===== src/rtl/if_fetch_axi_pkg.sv =====
// Shared definitions for the instruction-fetch AXI master: FSM encoding,
// exception codes and the AXI4 constants used by single-beat fetches.
package if_fetch_axi_pkg;

    localparam logic [2:0] S_IDLE    = 3'd0;
    localparam logic [2:0] S_ADDR    = 3'd1;
    localparam logic [2:0] S_DATA    = 3'd2;
    localparam logic [2:0] S_HOLD    = 3'd3;
    localparam logic [2:0] S_DISCARD = 3'd4;

    localparam logic [31:0] EXC_NONE    = 32'h0000_0000;
    localparam logic [31:0] EXC_ADEL_IF = 32'h0000_0010;
    localparam logic [31:0] EXC_IBE     = 32'h0000_0020;

    localparam logic [2:0] SIZE_4B     = 3'b010;
    localparam logic [1:0] BURST_INCR  = 2'b01;
    localparam logic [1:0] RESP_SLVERR = 2'b10;
    localparam logic [1:0] RESP_DECERR = 2'b11;

    // Either error response turns the fetched word into a bus-error exception.
    function automatic logic is_resp_err(input logic [1:0] resp);
        return (resp == RESP_SLVERR) || (resp == RESP_DECERR);
    endfunction

endpackage


===== src/rtl/if_fetch_axi_if.sv =====
// AXI4 read-address and read-data channels used by the fetch unit.
interface if_fetch_axi_if #(
    parameter int ID_W = 4
) ();
    logic [ID_W-1:0] arid;
    logic [31:0]     araddr;
    logic [7:0]      arlen;
    logic [2:0]      arsize;
    logic [1:0]      arburst;
    logic            arvalid;
    logic            arready;
    logic [ID_W-1:0] rid;
    logic [31:0]     rdata;
    logic [1:0]      rresp;
    logic            rlast;
    logic            rvalid;
    logic            rready;

    modport master (
        output arid, araddr, arlen, arsize, arburst, arvalid, rready,
        input  arready, rid, rdata, rresp, rlast, rvalid
    );

    modport slave (
        input  arid, araddr, arlen, arsize, arburst, arvalid, rready,
        output arready, rid, rdata, rresp, rlast, rvalid
    );
endinterface


===== src/rtl/if_fetch_axi_inst_buf.sv =====
// Holding register for the instruction handed to ID: word, its PC, its
// exception code and the valid flag.
module if_fetch_axi_inst_buf (
    input  logic        clk,
    input  logic        rst_n,
    input  logic        i_load,
    input  logic [31:0] i_inst,
    input  logic [31:0] i_pc,
    input  logic [31:0] i_exc,
    input  logic        i_valid,
    output logic [31:0] o_inst,
    output logic [31:0] o_pc,
    output logic [31:0] o_exc,
    output logic        o_valid
);
    logic [31:0] r_inst;
    logic [31:0] r_pc;
    logic [31:0] r_exc;
    logic        r_valid;

    // NOTE: non-blocking assignments so every register samples pre-edge values.
    always_ff @(posedge clk or negedge rst_n) begin
        if (!rst_n) begin
            r_inst  <= '0;
            r_pc    <= '0;
            r_exc   <= '0;
            r_valid <= 1'b0;
        end else begin
            r_valid <= i_valid;
            if (i_load) begin
                r_inst <= i_inst;
                r_pc   <= i_pc;
                r_exc  <= i_exc;
            end
        end
    end

    assign o_inst  = r_inst;
    assign o_pc    = r_pc;
    assign o_exc   = r_exc;
    assign o_valid = r_valid;
endmodule


===== src/rtl/if_fetch_axi.sv =====
// Instruction-fetch bus master: one single-beat AXI4 read per PC, result held
// for ID, with flush handling that drains any read already on the bus.
module if_fetch_axi
    import if_fetch_axi_pkg::*;
#(
    parameter int              ID_W   = 4,
    parameter logic [ID_W-1:0] AXI_ID = '0
) (
    input  logic                  clk,
    input  logic                  rst_n,
    input  logic [31:0]           pc_i,
    input  logic [31:0]           fetch_exc_i,
    input  logic                  flush_i,
    input  logic                  id_stall_i,
    output logic                  stall_req_o,
    output logic [31:0]           inst_o,
    output logic [31:0]           inst_pc_o,
    output logic [31:0]           inst_exc_o,
    output logic                  inst_valid_o,
    if_fetch_axi_if.master        axi
);
    logic [2:0]  r_state;
    logic [2:0]  w_state_next;
    logic        r_kill;
    logic        w_kill_next;
    logic [31:0] r_araddr;
    logic        w_addr_load;
    logic        w_r_beat;
    logic        w_buf_load;
    logic [31:0] w_buf_inst;
    logic [31:0] w_buf_pc;
    logic [31:0] w_buf_exc;
    logic        w_unused_rid;

    // rready is high in every state that reacts to an R beat, so valid&last is the handshake.
    assign w_r_beat     = axi.rvalid & axi.rlast;
    assign w_unused_rid = ^axi.rid;

    // NOTE: every output of this block is given a default first, so no path infers a latch.
    always_comb begin
        w_state_next = r_state;
        w_kill_next  = r_kill;
        w_addr_load  = 1'b0;
        w_buf_load   = 1'b0;
        w_buf_inst   = '0;
        w_buf_pc     = pc_i;
        w_buf_exc    = fetch_exc_i;
        case (r_state)
            S_IDLE: begin
                if (!flush_i) begin
                    w_buf_load = 1'b1;
                    if (fetch_exc_i != EXC_NONE) begin
                        w_state_next = S_HOLD;
                    end else begin
                        w_addr_load  = 1'b1;
                        w_state_next = S_ADDR;
                    end
                end
            end
            S_ADDR: begin
                if (axi.arready) begin
                    w_state_next = (flush_i || r_kill) ? S_DISCARD : S_DATA;
                    w_kill_next  = 1'b0;
                end else if (flush_i) begin
                    w_kill_next = 1'b1;
                end
            end
            S_DATA: begin
                if (flush_i) begin
                    w_state_next = w_r_beat ? S_IDLE : S_DISCARD;
                end else if (w_r_beat) begin
                    w_buf_load   = 1'b1;
                    w_buf_inst   = axi.rdata;
                    w_buf_pc     = r_araddr;
                    w_buf_exc    = is_resp_err(axi.rresp) ? EXC_IBE : EXC_NONE;
                    w_state_next = S_HOLD;
                end
            end
            S_HOLD: begin
                if (flush_i || !id_stall_i) w_state_next = S_IDLE;
            end
            S_DISCARD: begin
                if (w_r_beat) w_state_next = S_IDLE;
            end
            default: w_state_next = S_IDLE;
        endcase
    end

    always_ff @(posedge clk or negedge rst_n) begin
        if (!rst_n) begin
            r_state  <= S_IDLE;
            r_kill   <= 1'b0;
            r_araddr <= '0;
        end else begin
            r_state <= w_state_next;
            r_kill  <= w_kill_next;
            if (w_addr_load) r_araddr <= pc_i;
        end
    end

    if_fetch_axi_inst_buf u_inst_buf (
        .clk     (clk),
        .rst_n   (rst_n),
        .i_load  (w_buf_load),
        .i_inst  (w_buf_inst),
        .i_pc    (w_buf_pc),
        .i_exc   (w_buf_exc),
        .i_valid (w_state_next == S_HOLD),
        .o_inst  (inst_o),
        .o_pc    (inst_pc_o),
        .o_exc   (inst_exc_o),
        .o_valid (inst_valid_o)
    );

    // AR/R controls decode the registered state only; no AXI input reaches them combinationally.
    assign axi.arid    = AXI_ID;
    assign axi.araddr  = r_araddr;
    assign axi.arlen   = 8'd0;
    assign axi.arsize  = SIZE_4B;
    assign axi.arburst = BURST_INCR;
    assign axi.arvalid = (r_state == S_ADDR);
    assign axi.rready  = (r_state == S_DATA) || (r_state == S_DISCARD);

    assign stall_req_o = !((r_state == S_HOLD) && !id_stall_i);
endmodule


===== src/flat_wrapper.sv =====
// flat-port wrapper written by rule: the top's interface ports become plain ports
module if_fetch_axi_flat import if_fetch_axi_pkg::*;
#(
    parameter int              ID_W   = 4,
    parameter logic [ID_W-1:0] AXI_ID = '0
)
  (clk, rst_n, pc_i, fetch_exc_i, flush_i, id_stall_i, stall_req_o, inst_o, inst_pc_o, inst_exc_o, inst_valid_o, axi_arid, axi_araddr, axi_arlen, axi_arsize, axi_arburst, axi_arvalid, axi_rready, axi_arready, axi_rid, axi_rdata, axi_rresp, axi_rlast, axi_rvalid);
  if_fetch_axi_if #(.ID_W(ID_W)) axi_i ();
  input  logic clk;
  input  logic rst_n;
  input  logic [31:0] pc_i;
  input  logic [31:0] fetch_exc_i;
  input  logic flush_i;
  input  logic id_stall_i;
  output logic stall_req_o;
  output logic [31:0] inst_o;
  output logic [31:0] inst_pc_o;
  output logic [31:0] inst_exc_o;
  output logic inst_valid_o;
  output wire logic [$bits(axi_i.arid)-1:0] axi_arid;
  output wire logic [$bits(axi_i.araddr)-1:0] axi_araddr;
  output wire logic [$bits(axi_i.arlen)-1:0] axi_arlen;
  output wire logic [$bits(axi_i.arsize)-1:0] axi_arsize;
  output wire logic [$bits(axi_i.arburst)-1:0] axi_arburst;
  output wire logic [$bits(axi_i.arvalid)-1:0] axi_arvalid;
  output wire logic [$bits(axi_i.rready)-1:0] axi_rready;
  input wire logic [$bits(axi_i.arready)-1:0] axi_arready;
  input wire logic [$bits(axi_i.rid)-1:0] axi_rid;
  input wire logic [$bits(axi_i.rdata)-1:0] axi_rdata;
  input wire logic [$bits(axi_i.rresp)-1:0] axi_rresp;
  input wire logic [$bits(axi_i.rlast)-1:0] axi_rlast;
  input wire logic [$bits(axi_i.rvalid)-1:0] axi_rvalid;
  assign axi_arid = axi_i.arid;
  assign axi_araddr = axi_i.araddr;
  assign axi_arlen = axi_i.arlen;
  assign axi_arsize = axi_i.arsize;
  assign axi_arburst = axi_i.arburst;
  assign axi_arvalid = axi_i.arvalid;
  assign axi_rready = axi_i.rready;
  assign axi_i.arready = axi_arready;
  assign axi_i.rid = axi_rid;
  assign axi_i.rdata = axi_rdata;
  assign axi_i.rresp = axi_rresp;
  assign axi_i.rlast = axi_rlast;
  assign axi_i.rvalid = axi_rvalid;
  if_fetch_axi #(.ID_W(ID_W), .AXI_ID(AXI_ID)) u_core (.clk(clk), .rst_n(rst_n), .pc_i(pc_i), .fetch_exc_i(fetch_exc_i), .flush_i(flush_i), .id_stall_i(id_stall_i), .stall_req_o(stall_req_o), .inst_o(inst_o), .inst_pc_o(inst_pc_o), .inst_exc_o(inst_exc_o), .inst_valid_o(inst_valid_o), .axi(axi_i));
endmodule

===== config.mk =====
export PLATFORM = sky130hd
export DESIGN_NAME = if_fetch_axi_flat
export DESIGN_NICKNAME = d
export VERILOG_FILES = /design/src/rtl/if_fetch_axi_pkg.sv /design/src/rtl/if_fetch_axi_if.sv /design/src/rtl/if_fetch_axi_inst_buf.sv /design/src/rtl/if_fetch_axi.sv /design/src/flat_wrapper.sv
export SDC_FILE = /design/constraint.sdc
export NUM_CORES = 1
export LEC_CHECK = 0
export BUFFER_PORTS_ARGS = -buffer_cell sky130_fd_sc_hd__buf_2
export CAP_MARGIN = 40
export CORE_UTILIZATION = 45
export CTS_BUF_LIST = sky130_fd_sc_hd__clkbuf_16
export CTS_CLUSTER_SIZE = 16
export DETAILED_ROUTE_END_ITERATION = 7
export PLACE_DENSITY = 0.84
export RECOVER_POWER = 100
export SETUP_SLACK_MARGIN = 0.3
export SYNTH_ARGS = -nofsm -noshare
export SYNTH_HDL_FRONTEND = slang
export SYNTH_SLANG_ARGS = --single-unit

===== constraint.sdc =====
create_clock -name clk -period 4.2 [get_ports clk]
set_input_delay 0.42 -clock clk [delete_from_list [all_inputs] [get_ports clk]]
set_output_delay 0.42 -clock clk [all_outputs]
set_load 0.03 [all_outputs]

# --- Yosys cells after proc, flatten, opt, wreduce, memory -nomap -nowiden ---
# Cells that the tools add are included.
# Widths: inputs -> output; s select.
word_totals:
  ff_bits: 133
  in_bits: 109
  out_inout_bits: 149
  wordCells: 55
classes:
  n_eq_ne: 7
  n_mux: 29
  n_bitwise: 1
  n_reduce_logical: 11
ops:
  columns: ["cell", "n"]
  rows:
  - ["$mux 32", 9]
  - ["$reduce_bool 32->1", 1]
  - ["$mux 3", 8]
  - ["$pmux 3 s5", 1]
  - ["$eq 3x2->1 const B", 3]
  - ["$mux 1", 8]
  - ["$mux 6", 1]
  - ["$eq 2x2->1 const B", 2]
  - ["$logic_or 1x1->1", 4]
  - ["$eq 3x1->1 const B", 1]
  - ["$eq 3x3->1 const B", 1]
  - ["$logic_not 3->1", 1]
  - ["$logic_not 1->1", 2]
  - ["$mux 2", 1]
  - ["$pmux 1 s2", 1]
  - ["$reduce_and 2->1", 1]
  - ["$reduce_bool 2->1", 1]
  - ["$and 1x1->1", 1]
  - ["$logic_and 1x1->1", 1]

# --- Depth between registers and ports, before layout ---
# Gate-level depths: netlist of the first run.
logic_depth:
  word_depth: 6
  ltp_mapped: 7
  ltp_nobuf: 4

# --- Hierarchy ---
# From an unflattened synthesis of the first run, not the netlist that was laid out.
hier_totals:
  hier_cells: 516
  area_unflattened_um2: 6322.3
by_module_without_submodules:
  columns: ["mod", "n_inst", "cells_each", "area_per_inst_um2", "seq_area_each_um2"]
  rows:
  - ["if_fetch_axi_inst_buf", 1, 204, 3789.9, 2427.3]
  - ["if_fetch_axi", 1, 312, 2532.4, 900.9]

# --- Worst setup path after synthesis of the first run ---
# No wires, ideal clock.
synth_path:
  path_type: "register -> register"
  start: "reg u_core.r_state[0]"
  end: "reg u_core.u_inst_buf.r_valid (netlist: u_core.u_inst_buf.o_valid)"
  setup_time_ps: 78
  t_arrival_ps: 1923
  required_ps: 4122
  path_slack_ps: 2199
  path_stages_with_launch: 5
  n_path_buf: 1
  period_less_slack_ps: 2001
  path_cell_list: "dfrtp_1 clkbuf_1 nor3b_1 a211o_1 a21boi_1"
synth_via:
  word_cells_on_any_way: 13
  cone_classes: "eq/ne (5); mux (7); reduce/logical (1)"
synth_lines:
  columns: ["element", "line", "rtl"]
  rows:
  - ["from (decl)", "if_fetch_axi.sv:22", "logic [2:0] r_state;"]
  - ["from (signal assigned)", "if_fetch_axi.sv:95", "r_state <= w_state_next;"]
  - ["$eq 3x1->1", null, null]
  - ["net axi_arvalid", "flat_wrapper.sv:25", "output wire logic [$bits(axi_i.arvalid)-1:0] axi_arvalid;"]
  - ["$pmux 3 s5", "if_fetch_axi.sv:48", "case (r_state)"]
  - ["net u_core.w_state_next[0]", "if_fetch_axi.sv:23", "logic [2:0] w_state_next;"]
  - ["$eq 3x2->1", "if_fetch_axi.sv:108", ".i_valid (w_state_next == S_HOLD),"]
  - ["net u_core.u_inst_buf.i_valid", "if_fetch_axi_inst_buf.sv:10", "input logic i_valid,"]
  - ["to (signal assigned)", "if_fetch_axi_inst_buf.sv:29", "r_valid <= i_valid;"]
  - ["to (decl)", "if_fetch_axi_inst_buf.sv:19", "logic r_valid;"]
# The timed path passes the listed nets, and every way through them passes these cells.
# A chain may end at the register's enable or synchronous reset.

# --- Final worst setup path of the first run ---
layout_path:
  start: "in fetch_exc_i[1]"
  end: "reg u_core.r_araddr[20] (netlist: u_core.axi.araddr[20])"
layout_via:
  elab_chain_cells: 4
layout_rtl:
  columns: ["element", "line", "rtl"]
  rows:
  - ["from (decl)", "flat_wrapper.sv:12", "input logic [31:0] fetch_exc_i;"]
  - ["$reduce_bool 32->1", "if_fetch_axi.sv:52", "if (fetch_exc_i != EXC_NONE) begin"]
  - ["$mux 1", "if_fetch_axi.sv:52", null]
  - ["$mux 1", "if_fetch_axi.sv:50", "if (!flush_i) begin"]
  - ["$mux 1", "if_fetch_axi.sv:48", null]
  - ["to (signal assigned)", "if_fetch_axi.sv:97", "if (w_addr_load) r_araddr <= pc_i;"]
  - ["to (decl)", "if_fetch_axi.sv:26", "logic [31:0] r_araddr;"]
# Every way passes these cells.

==> results of run 1 <==
## state kept, by name (all words and copies together), names as in the netlist
| register | cells |
|---|---|
| u_core.r_state | 3 |
| u_core.u_inst_buf.o_valid | 1 |
| u_core.r_kill | 1 |
| u_core.axi.araddr | 32 |
| u_core.u_inst_buf.o_exc | 32 |
| u_core.u_inst_buf.o_inst | 32 |
| u_core.u_inst_buf.o_pc | 32 |
## per-layer routing
layer | share of wire [%] | routed length [um]
met5 | 0 | 0
met4 | 1.9 | 268
met3 | 6.8 | 960
met2 | 50 | 6990
met1 | 41 | 5800
## what timing repair did
| action | CTS | global route |
|---|---|---|
| hold endpoints to repair | 53 | 0 |
| endpoints found under the setup margin | 0 | 0 |
| hold buffers | 1 | 0 |
## cell families after synthesis
logic type / after synthesis / synth area share (%)
AO/OA/AOI/OAI: 109 / 15.6
AND/OR/NAND/NOR: 124 / 11.6
other: 2 / 0.138
multiplexers: 32 / 6.61
flip-flops: 133 / 61.1
buffers and inverters: 50 / 5.03
## worst min path at each step
stage / start / depth (start not counted) / slack (ps) / end
after global routing: axi_rdata[23] / 2 / 230 / u_core.u_inst_buf.o_inst[23]
after global placement: u_core.u_inst_buf.o_inst[27] / 1 / 480 / u_core.u_inst_buf.o_inst[27]
after floorplan: rst_n / 0 / 120 / u_core.axi.araddr[0]
after detailed placement: rst_n / 1 / 410 / u_core.axi.araddr[8]
final: axi_arready / 2 / 230 / u_core.r_kill
after CTS: axi_arready / 2 / 210 / u_core.r_kill
## Yosys cell counts (all sizes together) (2+ instances only)
library cell	instances
a21oi	36
a221o	33
a22o	32
and2	33
buf	37
clkbuf	12
conb	2
dfrtp	133
mux2	32
nand2	64
nand3	2
nand3b	2
nor2	3
nor2b	2
nor3	4
nor4	8
o21ai	2
## cell type report
class	count	area, um^2
sequential	133	3330
clock inverter	15	146
tap	143	179
multi-input combinational	282	1910
inverter	1	3.75
clock buffer	17	425
timing repair buffer	245	1150
fill	1006	4460
## worst max-delay path: cells and delay by family
| family | cells | cell delay (ps) |
|---|---|---|
| muxes | 1 | 450 |
| and+or+nand+nor | 3 | 890 |
| buffers and inverters | 2 | 1500 |
## power groups by stage
stage	Combinational [uW]	Sequential [uW]	Clock, uW
final	2090	1940	1430
after CTS	2240	1930	1460
after global routing	2240	1980	1510
after global placement	2140	1920	0
after floorplan	771	2680	0
after detailed placement	2230	1940	0
## metrics by stage
step                      instance area, um^2  setup slack (ps)  cells  total power, uW
after detailed placement                 6770              1820    803             4170
after global routing                     7150               970    836             5730
after CTS                                7350              2040    836             5620
after global placement                   6670              1810    799             4060
final                                    7150              1180    836             5470
after floorplan                          5510              2200    465             3450
==> flow_summary.rst, run 1 <==
.. list-table::
   :header-rows: 1

   * - Metric
     - Value
   * - Number of antenna violations at the first check in global routing
     - 0
   * - Top-level I/O count
     - 258
   * - Capturing instance or port of the critical path
     - u_core.axi.araddr[20]
   * - Setup fix buffers added after clock tree synthesis
     - 0
   * - Largest fanout on the critical path
     - 32
   * - Logic gate share of total power
     - between 30% and 40%
   * - Horizontal die dimension
     - between 100 and 150 um
   * - Data arrival, critical path
     - ~3300 ps
   * - Share of power burned in registers
     - roughly 35%
   * - First-pass GRT wire length
     - 22.4 mm
   * - Internal reg-to-reg setup slack
     - 1260 ps
   * - Setup Viol. Count Final
     - 0
   * - Initial Utilization
     - 46.9%
   * - Maximum achievable frequency
     - 0.332 GHz
   * - Total Die Area
     - 12600 um^2
   * - Maximum root-to-sink buffer count
     - 2
   * - Antenna-violating nets left
     - 0
   * - Transition at the pin with the smallest max-transition slack
     - 1930 ps
   * - Number of maximum-capacitance violations
     - 1
   * - Clock group share of total power
     - 26.2%
   * - Synth area leader
     - sky130_fd_sc_hd__dfrtp_1
   * - Commonest cells after routing, fill and taps aside
     - sky130_fd_sc_hd__clkbuf_1, sky130_fd_sc_hd__dfrtp_1, sky130_fd_sc_hd__buf_2
   * - Final Slew Violations
     - 33
   * - Path class of the lowest-slack min-delay path
     - primary input to register
   * - Synth Instances
     - 450
   * - Sw Share
     - approximately 40%
   * - Insertion delay of the later-clocked pin in the worst-skew pair
     - a little over 400 ps
   * - Initial DRT Pass Iterations
     - 7
   * - Warnings from Yosys
     - 0
   * - Leakage power
     - ~0.0035 uW
   * - Classification of the worst setup path
     - primary input to register
   * - Failing checks
     - DRC, capacitance limit, slew limit
   * - Summed instance area of the synthesized netlist
     - 5450 um^2
   * - Clock tree from TritonCTS
     - done
   * - Leading register cell type out of synthesis
     - sky130_fd_sc_hd__dfrtp_1
   * - Post-synth top area share
     - about three fifths
   * - Total Routing Usage GR
     - a little under a quarter
   * - Post-Route Utilization
     - roughly 62%
   * - TritonCTS sink count
     - ~130
   * - Int Power
     - around 3200 uW
   * - Core footprint
     - about 12000 um^2
   * - Share of the clock period used by the worst path after layout
     - a little under three quarters
   * - Share of synthesized flip-flops with an asynchronous set or reset
     - 100%
   * - Pin count of the biggest net entering global routing
     - 82
   * - Sequential-to-total area share from yosys stat
     - 61.1%
   * - PostCTS Resize Cnt
     - 0
   * - Number of enable-type register cells in the synthesized netlist
     - 0
   * - Root buf cell
     - sky130_fd_sc_hd__clkbuf_16
   * - Met2 track demand over resource in global routing
     - between 30% and 40%
   * - Setup clock skew after layout
     - around 8.1 ps
   * - Longest individual stage delay on the worst path
     - 1390 ps
   * - Area delta synth->final
     - 31.1%
   * - Initial detailed-routing violation count
     - between 300 and 400
   * - Number of CTS-inserted buffers
     - 17
   * - Average cell area after synthesis
     - 12.1 um^2
   * - Ant. Diodes
     - 0
   * - Most common cell after layout, fill and taps aside
     - sky130_fd_sc_hd__clkbuf_1
   * - Proportion of layout cells with a drive suffix above 1
     - approximately a quarter
   * - Worst slew margin
     - -28.6%
   * - Busiest layer in global routing
     - met2
   * - M3 GR Usage
     - under 10%
   * - Met1 GRT Util
     - a little over a quarter
   * - Vias in the first global route
     - roughly 4400
   * - Post-detailed-route DRC marker count
     - 20
   * - FF+latch count, synth
     - ~130
   * - Result of the run
     - finished, violations left
   * - Remaining Overflow, GRT
     - 0
   * - DR vias/cell
     - around 5.3
   * - Hold Fails Final Rpt
     - 0
   * - Number of buffer cells added on primary ports
     - between 200 and 250
   * - Peak supply drop
     - between 400 and 500 uV
   * - Master of the slowest instance on the critical path
     - sky130_fd_sc_hd__clkbuf_1
   * - Unrepaired setup endpoints after global routing
     - false
   * - Post-layout min period
     - a little over 3000 ps
   * - Startpoint of the most critical setup path
     - fetch_exc_i[1]
   * - Vertical die dimension
     - 112 um
   * - Fin nets
     - 789
   * - Routability cong.
     - 0.804
   * - Psw
     - ~2200 uW
   * - R2R Path Start
     - u_core.r_state[2]
   * - Chain of cells forming the critical path
     - buf_2 -> nor4_1 -> nand4_1 -> nor3_4 -> clkbuf_1 -> mux2_2
   * - Worst setup EP type
     - register
   * - Number of vias in the routed layout
     - roughly 4400
   * - Nature of the critical path startpoint
     - primary input
   * - H-tree depth
     - 4
   * - Worst reg2reg endpoint
     - u_core.axi.araddr[20]
   * - Total power divided by cell area
     - between 700 and 800 nW/um^2
   * - Hold Slack
     - about 230 ps
   * - Worst R2R Path Depth
     - 5
   * - Final wirelength
     - 14.0 mm
   * - DPL Wire Length
     - between 9 and 10 mm
   * - Final routed wire length divided by cell count
     - 16.8 um
   * - Post-Route Setup TNS
     - 0 ps
   * - Data required time at the worst endpoint
     - between 4000 and 5000 ps
   * - Synth unique cells
     - 37
   * - Clock-pin slew of the registers on the worst-case setup and hold paths
     - around 60 ps
   * - Synth area leaders
     - sky130_fd_sc_hd__dfrtp_1, sky130_fd_sc_hd__mux2_2, sky130_fd_sc_hd__a221o_1
   * - Num rows
     - 39
(Power assumes the default switching activity.)
==> run 2, diff against run 1 <==
Clock period 4.2 ns to 2.9 ns, I/O delays scaled along.
==> run 2 against run 1 <==
  * The flow finishes with violations (DRC)
  * Combinational power grew 43%
  * Routed wire length shrank 2.0%
  * Critical path depth shrank 2
  * Count of clock-buffer cells in the layout is the same
  * Cell count shrank 0.48%
  * Sequential cell count is the same
  * Non-clock buffer count shrank 2
  * Clock skew shrank 2.0 ps
  * Largest cell class unchanged
  * Largest power group unchanged
==> flow_summary.rst, run 2 (same netlist as run 1, synthesis figures left out) <==
.. list-table::
   :header-rows: 1

   * - Metric
     - Value
   * - Result of the run
     - finished, violations left
   * - Failing checks
     - DRC
   * - Share of power burned in registers
     - 36.6% (+1.2 points)
   * - Root buf cell
     - sky130_fd_sc_hd__clkbuf_16
   * - Leakage power
     - 0.00342 uW (-1.7%)
   * - Clock-pin slew of the registers on the worst-case setup and hold paths
     - 50 ps (about the same)
   * - Post-detailed-route DRC marker count
     - 20 (unchanged)
   * - Register Area
     - 3330 um^2 (unchanged)
   * - Worst setup EP type
     - register
   * - Maximum root-to-sink buffer count
     - 2 (unchanged)
   * - Setup Viol. Count Final
     - 0 (unchanged)
   * - Vias in the first global route
     - 4160 (-5.6%)
   * - Master of the slowest instance on the critical path
     - sky130_fd_sc_hd__clkbuf_4
   * - H-tree depth
     - 4 (unchanged)
   * - R2R Path Start
     - u_core.r_state[2]
   * - Final wirelength
     - 13.7 mm (-2.0%)
   * - Setup clock skew after layout
     - 6.12 ps (-2.01 ps)
   * - Clock tree from TritonCTS
     - done
   * - Worst reg2reg endpoint
     - u_core.u_inst_buf.o_inst[30]
   * - Chain of cells forming the critical path
     - or3b_1 -> nor2_4 -> clkbuf_4 -> a22o_1
   * - Share of the clock period used by the worst path after layout
     - 82.8%
   * - Initial Utilization
     - 46.9% (unchanged)
   * - Remaining Overflow, GRT
     - 0 (unchanged)
   * - Worst slew margin
     - 24.6% (+53 points)
   * - Ant. Diodes
     - 0 (unchanged)
   * - Num rows
     - 39 (unchanged)
   * - Proportion of layout cells with a drive suffix above 1
     - 23.9% (-0.29 points)
   * - Cells on Worst Hold Path
     - 2 (unchanged)
   * - Sw Share
     - 42.0% (+0.88 points)
   * - Classification of the worst setup path
     - register to register
   * - Area delta synth->final
     - 28.7%
   * - Internal reg-to-reg setup slack
     - 500 ps (-760 ps)
   * - Path class of the lowest-slack min-delay path
     - primary input to register
   * - First-pass GRT wire length
     - 21.6 mm (-3.7%)
   * - Insertion delay of the later-clocked pin in the worst-skew pair
     - 410 ps (about the same)
   * - Transition at the pin with the smallest max-transition slack
     - 1130 ps (-798 ps)
   * - Worst setup slack before clock tree synthesis
     - 638 ps (-1180 ps)
   * - Fin nets
     - 787 (-0.25%)
   * - Clock group share of total power
     - 24.3% (-1.9 points)
   * - Data arrival, critical path
     - 2740 ps (-560 ps)
   * - Multi-input logic area
     - 1910 um^2 (unchanged)
   * - Number of maximum-capacitance violations
     - 0 (-1)
   * - Initial detailed-routing violation count
     - 320 (+3.9%)
   * - Worst R2R Path Depth
     - 4 (-1)
   * - Pin count of the biggest net entering global routing
     - 97 (+18%)
   * - Longest individual stage delay on the worst path
     - 820 ps (-570 ps)
   * - TritonCTS sink count
     - 133 (unchanged)
   * - Psw
     - 3210 uW (+43%)
   * - Post-layout min period
     - roughly 2400 ps
   * - Routability cong.
     - 0.795 (-1.1%)
   * - Hold Fails Final Rpt
     - 0 (unchanged)
   * - Number of vias in the routed layout
     - 4424 (+0.41%)
   * - Commonest cells after routing, fill and taps aside
     - sky130_fd_sc_hd__dfrtp_1, sky130_fd_sc_hd__clkbuf_1, sky130_fd_sc_hd__buf_2
   * - Top-level I/O count
     - 258 (unchanged)
   * - Final routed wire length divided by cell count
     - 16.5 um (-1.5%)
   * - Largest fanout on the critical path
     - 96 (+200%)
   * - Final Slew Violations
     - 0 (-100%)
   * - Core footprint
     - 11600 um^2 (unchanged)
   * - Post-Route Setup TNS
     - 0 ps (unchanged)
   * - Post-route insts no fill
     - 832 (-0.48%)
   * - Number of antenna violations at the first check in global routing
     - 0 (unchanged)
   * - Most common cell after layout, fill and taps aside
     - sky130_fd_sc_hd__dfrtp_1
   * - Maximum achievable frequency
     - around 0.42 GHz
   * - DPL Wire Length
     - 9.08 mm (-4.4%)
   * - Total Die Area
     - 12600 um^2 (unchanged)
   * - Endpoint of the worst hold path
     - u_core.r_kill
   * - Initial DRT Pass Iterations
     - 7 (unchanged)
   * - Number of fillers in the final layout
     - 992 (-1.4%)
   * - Hold path startpoint
     - axi_arready
   * - Unrepaired setup endpoints after global routing
     - false
   * - DR vias/cell
     - 5.32 (+0.89%)
   * - Horizontal die dimension
     - 112 um (unchanged)
   * - Number of buffer cells added on primary ports
     - 235 (unchanged)
   * - Data required time at the worst endpoint
     - 3240 ps (-1250 ps)
   * - Number of CTS-inserted buffers
     - 17 (unchanged)
   * - Nature of the critical path startpoint
     - register
   * - Total Routing Usage GR
     - 22.2% (-0.74 points)
   * - Total power divided by cell area
     - 1090 nW/um^2 (+42%)
   * - Vertical die dimension
     - 112 um (unchanged)
   * - Logic gate share of total power
     - 39.1% (+0.8 points)
   * - Peak supply drop
     - 615 uV (+29%)
   * - Int Power
     - 4440 uW (+38%)
   * - Antenna-violating nets left
     - 0 (unchanged)
   * - Placed Cells
     - 801 (-0.25%)
   * - Crit path setup slack, layout
     - 498 ps (-687 ps)
## run 2: cell count changes in the layout (fill, tap and decap cells not counted), sizes merged
cell    previous run  this run
clkbuf           153       151
clkinv            10         9
inv                3         4
bufinv             3         1
## run 2: through the flow
step | hold WS [ps] | util, % | instance area, um^2 | power [uW]
final | 94.4 | 60.4 | 7020 | 7640
after global routing | 99.3 | 60.4 | 7020 | 8020
after CTS | 83.6 | 62.1 | 7210 | 7870
after detailed placement | 390 | 57.7 | 6700 | 5970
after global placement | 364 | 57.7 | 6700 | 5880
after floorplan | -5.59 | - | 5510 | 5000
## run 2: worst max-delay path: cells and delay by family, from the launching register on
family | cells | cell delay [ps]
AO/OA/AOI/OAI | 1 | 310
AND/OR/NAND/NOR | 2 | 610
buffers and inverters | 1 | 820
flip-flops | 1 | 450
## run 2: power groups by stage
stage	logic, uW	registers, uW	clock network, uW
floorplan	1120	3880	0
global placement	3100	2780	0
detailed placement	3170	2800	0
CTS	3190	2780	1900
global route	3190	2860	1970
finish	2990	2800	1860
## run 2: how the worst max path moves through the flow
stage                      startpoint                           end  slack (ps)
floorplan           u_core.r_state[0]     u_core.u_inst_buf.o_valid         900
CTS                 u_core.r_state[0]                   axi_arvalid         830
global route        u_core.r_state[1]  u_core.u_inst_buf.o_inst[30]         400
detailed placement            flush_i         u_core.axi.araddr[22]         640
global placement              flush_i         u_core.axi.araddr[24]         670
finish              u_core.r_state[2]  u_core.u_inst_buf.o_inst[30]         500
## run 2: repair_timing
action,4_1_cts,5_1_grt
hold buffers,1,0
endpoints found under the hold margin,82,0
resized for setup,0,0
buffers inserted,0,0
## run 2: final cells by class
cell class / count / area share [%]
Clock buffer: 17 / 6.06
Clock inverter: 13 / 1.11
Inverter: 1 / 0.0535
Multi-Input combinational cell: 282 / 27.3
Sequential cell: 133 / 47.4
Tap cell: 143 / 2.55
Timing Repair Buffer: 243 / 15.5
## run 2: routing by layer
layer | up-vias | track usage, % | wire length, um
li1 | 2049 | - | -
met1 | 2164 | 28.7 | 5710
met2 | 190 | 36.4 | 6880
met3 | 21 | 5.40 | 898
met4 | 0 | 8.53 | 250
met5 | - | 0 | 0
==> run 3, diff against run 2 <==
Settings changed: ABC_AREA set to 1, CORE_UTILIZATION 45 to 43, PLACE_DENSITY 0.84 to 0.83.
Clock period 2.9 ns to 2 ns, I/O delays scaled along.
==> run 3 against run 2 <==
  * The run now ends clean
  * Critical path type is now register to output port
  * Largest cell class unchanged
  * Highest routed layer is now met5
  * Global-route usage rose by 3.6 points
  * Die area grew 12%
  * Setup slack lost 240 ps
  * Critical path depth rose by 1
  * Utilization is 0.34 points lower
  * Combinational power is 47% higher
==> flow_summary.rst, run 3 <==
.. list-table::
   :header-rows: 1

   * - Metric
     - Value
   * - Result of the run
     - complete, no violations
   * - FF+latch count, synth
     - 133 (unchanged)
   * - Antenna-violating nets left
     - 0 (unchanged)
   * - Synth area leaders
     - sky130_fd_sc_hd__dfrtp_1, sky130_fd_sc_hd__nand3_1, sky130_fd_sc_hd__nand2_1
   * - Number of fillers in the final layout
     - 1192 (+20%)
   * - Worst slew margin
     - 27.7% (+3.1 points)
   * - Number of CTS-inserted buffers
     - 17 (unchanged)
   * - Classification of the worst setup path
     - register to output port
   * - Number of antenna violations at the first check in global routing
     - 1 (+1)
   * - Commonest cells after routing, fill and taps aside
     - sky130_fd_sc_hd__nand2_1, sky130_fd_sc_hd__nand3_1, sky130_fd_sc_hd__clkbuf_1
   * - Setup clock skew after layout
     - 7.60 ps (+1.48 ps)
   * - Post-route total power
     - 11500 uW (+50%)
   * - Met2 wire length
     - 9.05 mm (+31%)
   * - Worst setup EP type
     - output port
   * - Chain of cells forming the critical path
     - inv_2 -> nor2_1 -> nand2_1 -> nand2_1 -> clkbuf_1
   * - Core footprint
     - 13200 um^2 (+14%)
   * - First-pass GRT wire length
     - 28.3 mm (+31%)
   * - Final routed wire length divided by cell count
     - 15.9 um (-3.5%)
   * - Total Die Area
     - 14100 um^2 (+12%)
   * - Highest signal layer in the routed design
     - met5
   * - Leading register cell type out of synthesis
     - sky130_fd_sc_hd__dfrtp_1
   * - Root buf cell
     - sky130_fd_sc_hd__clkbuf_16
   * - Clock tree from TritonCTS
     - done
   * - Leakage power
     - 0.00403 uW (+18%)
   * - Top cell by count, worst path
     - sky130_fd_sc_hd__nand2_1
   * - Initial DRT Pass Iterations
     - 5 (-2)
   * - Largest fanout on the critical path
     - 4 (-96%)
   * - Number of maximum-capacitance violations
     - 0 (unchanged)
   * - Post-synth top area share
     - 56.8% (-4.3 points)
   * - Clock-pin slew of the registers on the worst-case setup and hold paths
     - 50 ps (about the same)
   * - Warnings from Yosys
     - 0 (unchanged)
   * - Master of the slowest instance on the critical path
     - sky130_fd_sc_hd__dfrtp_1
   * - Number of buffer cells added on primary ports
     - 235 (unchanged)
   * - Most common cell after layout, fill and taps aside
     - sky130_fd_sc_hd__nand2_1
   * - Maximum achievable frequency
     - around 0.57 GHz
   * - Post-route insts no fill
     - 1122 (+35%)
   * - Buffer and inverter count on the worst path
     - 2 (+1)
   * - Post-detailed-route DRC marker count
     - 0 (-100%)
   * - Longest individual stage delay on the worst path
     - 450 ps (-370 ps)
   * - Data arrival, critical path
     - 1550 ps (-1190 ps)
   * - Proportion of layout cells with a drive suffix above 1
     - 16.6% (-7.4 points)
   * - Wire length on met1
     - 7.06 mm (+24%)
   * - Nature of the critical path startpoint
     - register
   * - Commonest cells in the netlist
     - sky130_fd_sc_hd__nand2_1, sky130_fd_sc_hd__nand3_1, sky130_fd_sc_hd__dfrtp_1
   * - Area delta synth->final
     - 35.7%
   * - Number of vias in the routed layout
     - 5928 (+34%)
   * - Ant. Diodes
     - 0 (unchanged)
   * - Remaining Overflow, GRT
     - 0 (unchanged)
   * - Cell class contributing the biggest share of worst-path delay
     - flip-flops
   * - Vertical die dimension
     - 119 um (+6.0%)
   * - Num rows
     - 42 (+7.7%)
   * - Post-Route Setup TNS
     - 0 ps (unchanged)
   * - Routability cong.
     - 0.838 (+5.4%)
   * - Design Area, Final
     - 7960 um^2 (+13%)
   * - Total power divided by cell area
     - 1440 nW/um^2 (+32%)
   * - Total Routing Usage GR
     - 25.8% (+3.6 points)
   * - Placement-stage cell area
     - 7200 um^2 (+7.5%)
   * - TritonCTS sink count
     - 133 (unchanged)
   * - Number of enable-type register cells in the synthesized netlist
     - 0 (unchanged)
   * - Unrepaired setup endpoints after global routing
     - true
   * - Hold Fails Final Rpt
     - 0 (unchanged)
   * - Data required time at the worst endpoint
     - 1800 ps (-1440 ps)
   * - Summed instance area of the synthesized netlist
     - 5860 um^2 (+7.5%)
   * - Hold Slack
     - 23.1 ps (-71.4 ps)
   * - Synth area leader
     - sky130_fd_sc_hd__dfrtp_1
   * - Post-layout min period
     - around 1700 ps
   * - Leading cell type by number of instances after synthesis
     - sky130_fd_sc_hd__nand2_1
   * - Routed met3 length
     - 1.40 mm (+56%)
   * - Top-level I/O count
     - 258 (unchanged)
   * - DPL Wire Length
     - 11.4 mm (+26%)
   * - Peak supply drop
     - 933 uV (+52%)
   * - Synth unique cells
     - 20 (-46%)
   * - Share of synthesized flip-flops with an asynchronous set or reset
     - 100% (unchanged)
   * - Synth Instances
     - 686 (+52%)
   * - Transition at the pin with the smallest max-transition slack
     - 1090 ps (-45.9 ps)
   * - Horizontal die dimension
     - 119 um (+6.0%)
   * - Final Slew Violations
     - 0 (unchanged)
   * - Final wirelength
     - 17.9 mm (+30%)
   * - Sequential-to-total area share from yosys stat
     - 56.8% (-4.3 points)
   * - Average cell area after synthesis
     - 8.55 um^2 (-29%)
   * - Placed Cells
     - 1060 (+32%)
   * - Fin nets
     - 1043 (+33%)
   * - H-tree depth
     - 4 (unchanged)
   * - Initial Utilization
     - 44.3% (-2.7 points)
   * - Vias in the first global route
     - 5618 (+35%)
   * - Path class of the lowest-slack min-delay path
     - primary input to register
   * - Share of the clock period used by the worst path after layout
     - 87.3%
   * - Insertion delay of the later-clocked pin in the worst-skew pair
     - 420 ps (about the same)
   * - Initial detailed-routing violation count
     - 486 (+52%)
   * - Maximum root-to-sink buffer count
     - 2 (unchanged)
   * - Pin count of the biggest net entering global routing
     - 66 (-32%)
   * - Setup Viol. Count Final
     - 0 (unchanged)
   * - DR vias/cell
     - 5.28 (-0.64%)
[run 3: cell count changes after synthesis, moves of 14 or more]
cell,change
sky130_fd_sc_hd__nand4_1,+32
sky130_fd_sc_hd__mux2_2,-31
sky130_fd_sc_hd__and2_1,-33
sky130_fd_sc_hd__nand3_1,+168
sky130_fd_sc_hd__inv_1,+15
sky130_fd_sc_hd__clkbuf_1,+18
sky130_fd_sc_hd__a221o_1,-33
sky130_fd_sc_hd__nor2_1,+20
sky130_fd_sc_hd__a21oi_1,-14
sky130_fd_sc_hd__nand2_1,+133
sky130_fd_sc_hd__a22o_1,-32
[run 3: worst min-delay path, stage by stage]
cell and delay [ps]:
sky130_fd_sc_hd__buf_2 80, sky130_fd_sc_hd__nand2_1 60, sky130_fd_sc_hd__nand2_1 60
[run 3: layout make-up]
type | count | area, um^2 | area share (%)
inverters | 18 | 67.6 | 0.849
clock buffers | 17 | 425 | 5.35
flip-flops and latches | 133 | 3330 | 41.8
clock inverters | 14 | 169 | 2.12
repair buffers | 283 | 1540 | 19.3
multi-input cells | 481 | 2210 | 27.8
well taps | 176 | 220 | 2.77
[run 3: timing repair]
| action | 4_1_cts | 5_1_grt |
|---|---|---|
| hold endpoints to repair | 64 | 0 |
| setup buffers | 0 | 4 |
| hold buffers | 26 | 0 |
| endpoints found under the setup margin | 0 | 98 |
| gates resized for setup | 0 | 6 |
[run 3: metrics by stage]
step / worst slack (ps) / util (%)
after floorplan: 437 / -
after global placement: 418 / 54.4
after detailed placement: 365 / 54.4
after CTS: 329 / 60.8
after global routing: 144 / 60.1
final: 254 / 60.1
[run 3: routing by layer]
metal,vias up,global-route usage (%)
li1,2768,-
met1,2835,31.0
met2,291,44.4
met3,32,6.85
met4,2,9.41
met5,-,0
[run 3: kinds of logic after synthesis]
kind of cell | synth area share [%]
AOI/OAI and AO/OA | 3.44
other | 0.128
buffers and inverters | 7.09
and+or+nand+nor | 32.6
DFF | 56.8
[run 3: worst paths after layout]
| check | from | to | slack [ps] | cells past startpoint |
|---|---|---|---|---|
| max reg2reg | u_core.r_state[1] | u_core.u_inst_buf.o_inst[31] | 340 | 8 |
| max in group asynchronous | rst_n | u_core.r_state[0] | 550 | 3 |
| min reg2reg | u_core.u_inst_buf.o_inst[10] | u_core.u_inst_buf.o_inst[10] | 490 | 2 |
| min | axi_rdata[20] | u_core.u_inst_buf.o_inst[20] | 20 | 3 |
| max | u_core.r_state[1] | axi_rready | 250 | 5 |
| min in group asynchronous | rst_n | u_core.u_inst_buf.o_inst[14] | 520 | 2 |
[run 3: report_power, final]
group | total, uW | switching (uW) | leakage (uW) | internal [uW]
clock network | 3140 | 1090 | 0.000295 | 2040
registers | 3930 | 455 | 0.00175 | 3470
logic | 4410 | 3290 | 0.00198 | 1130
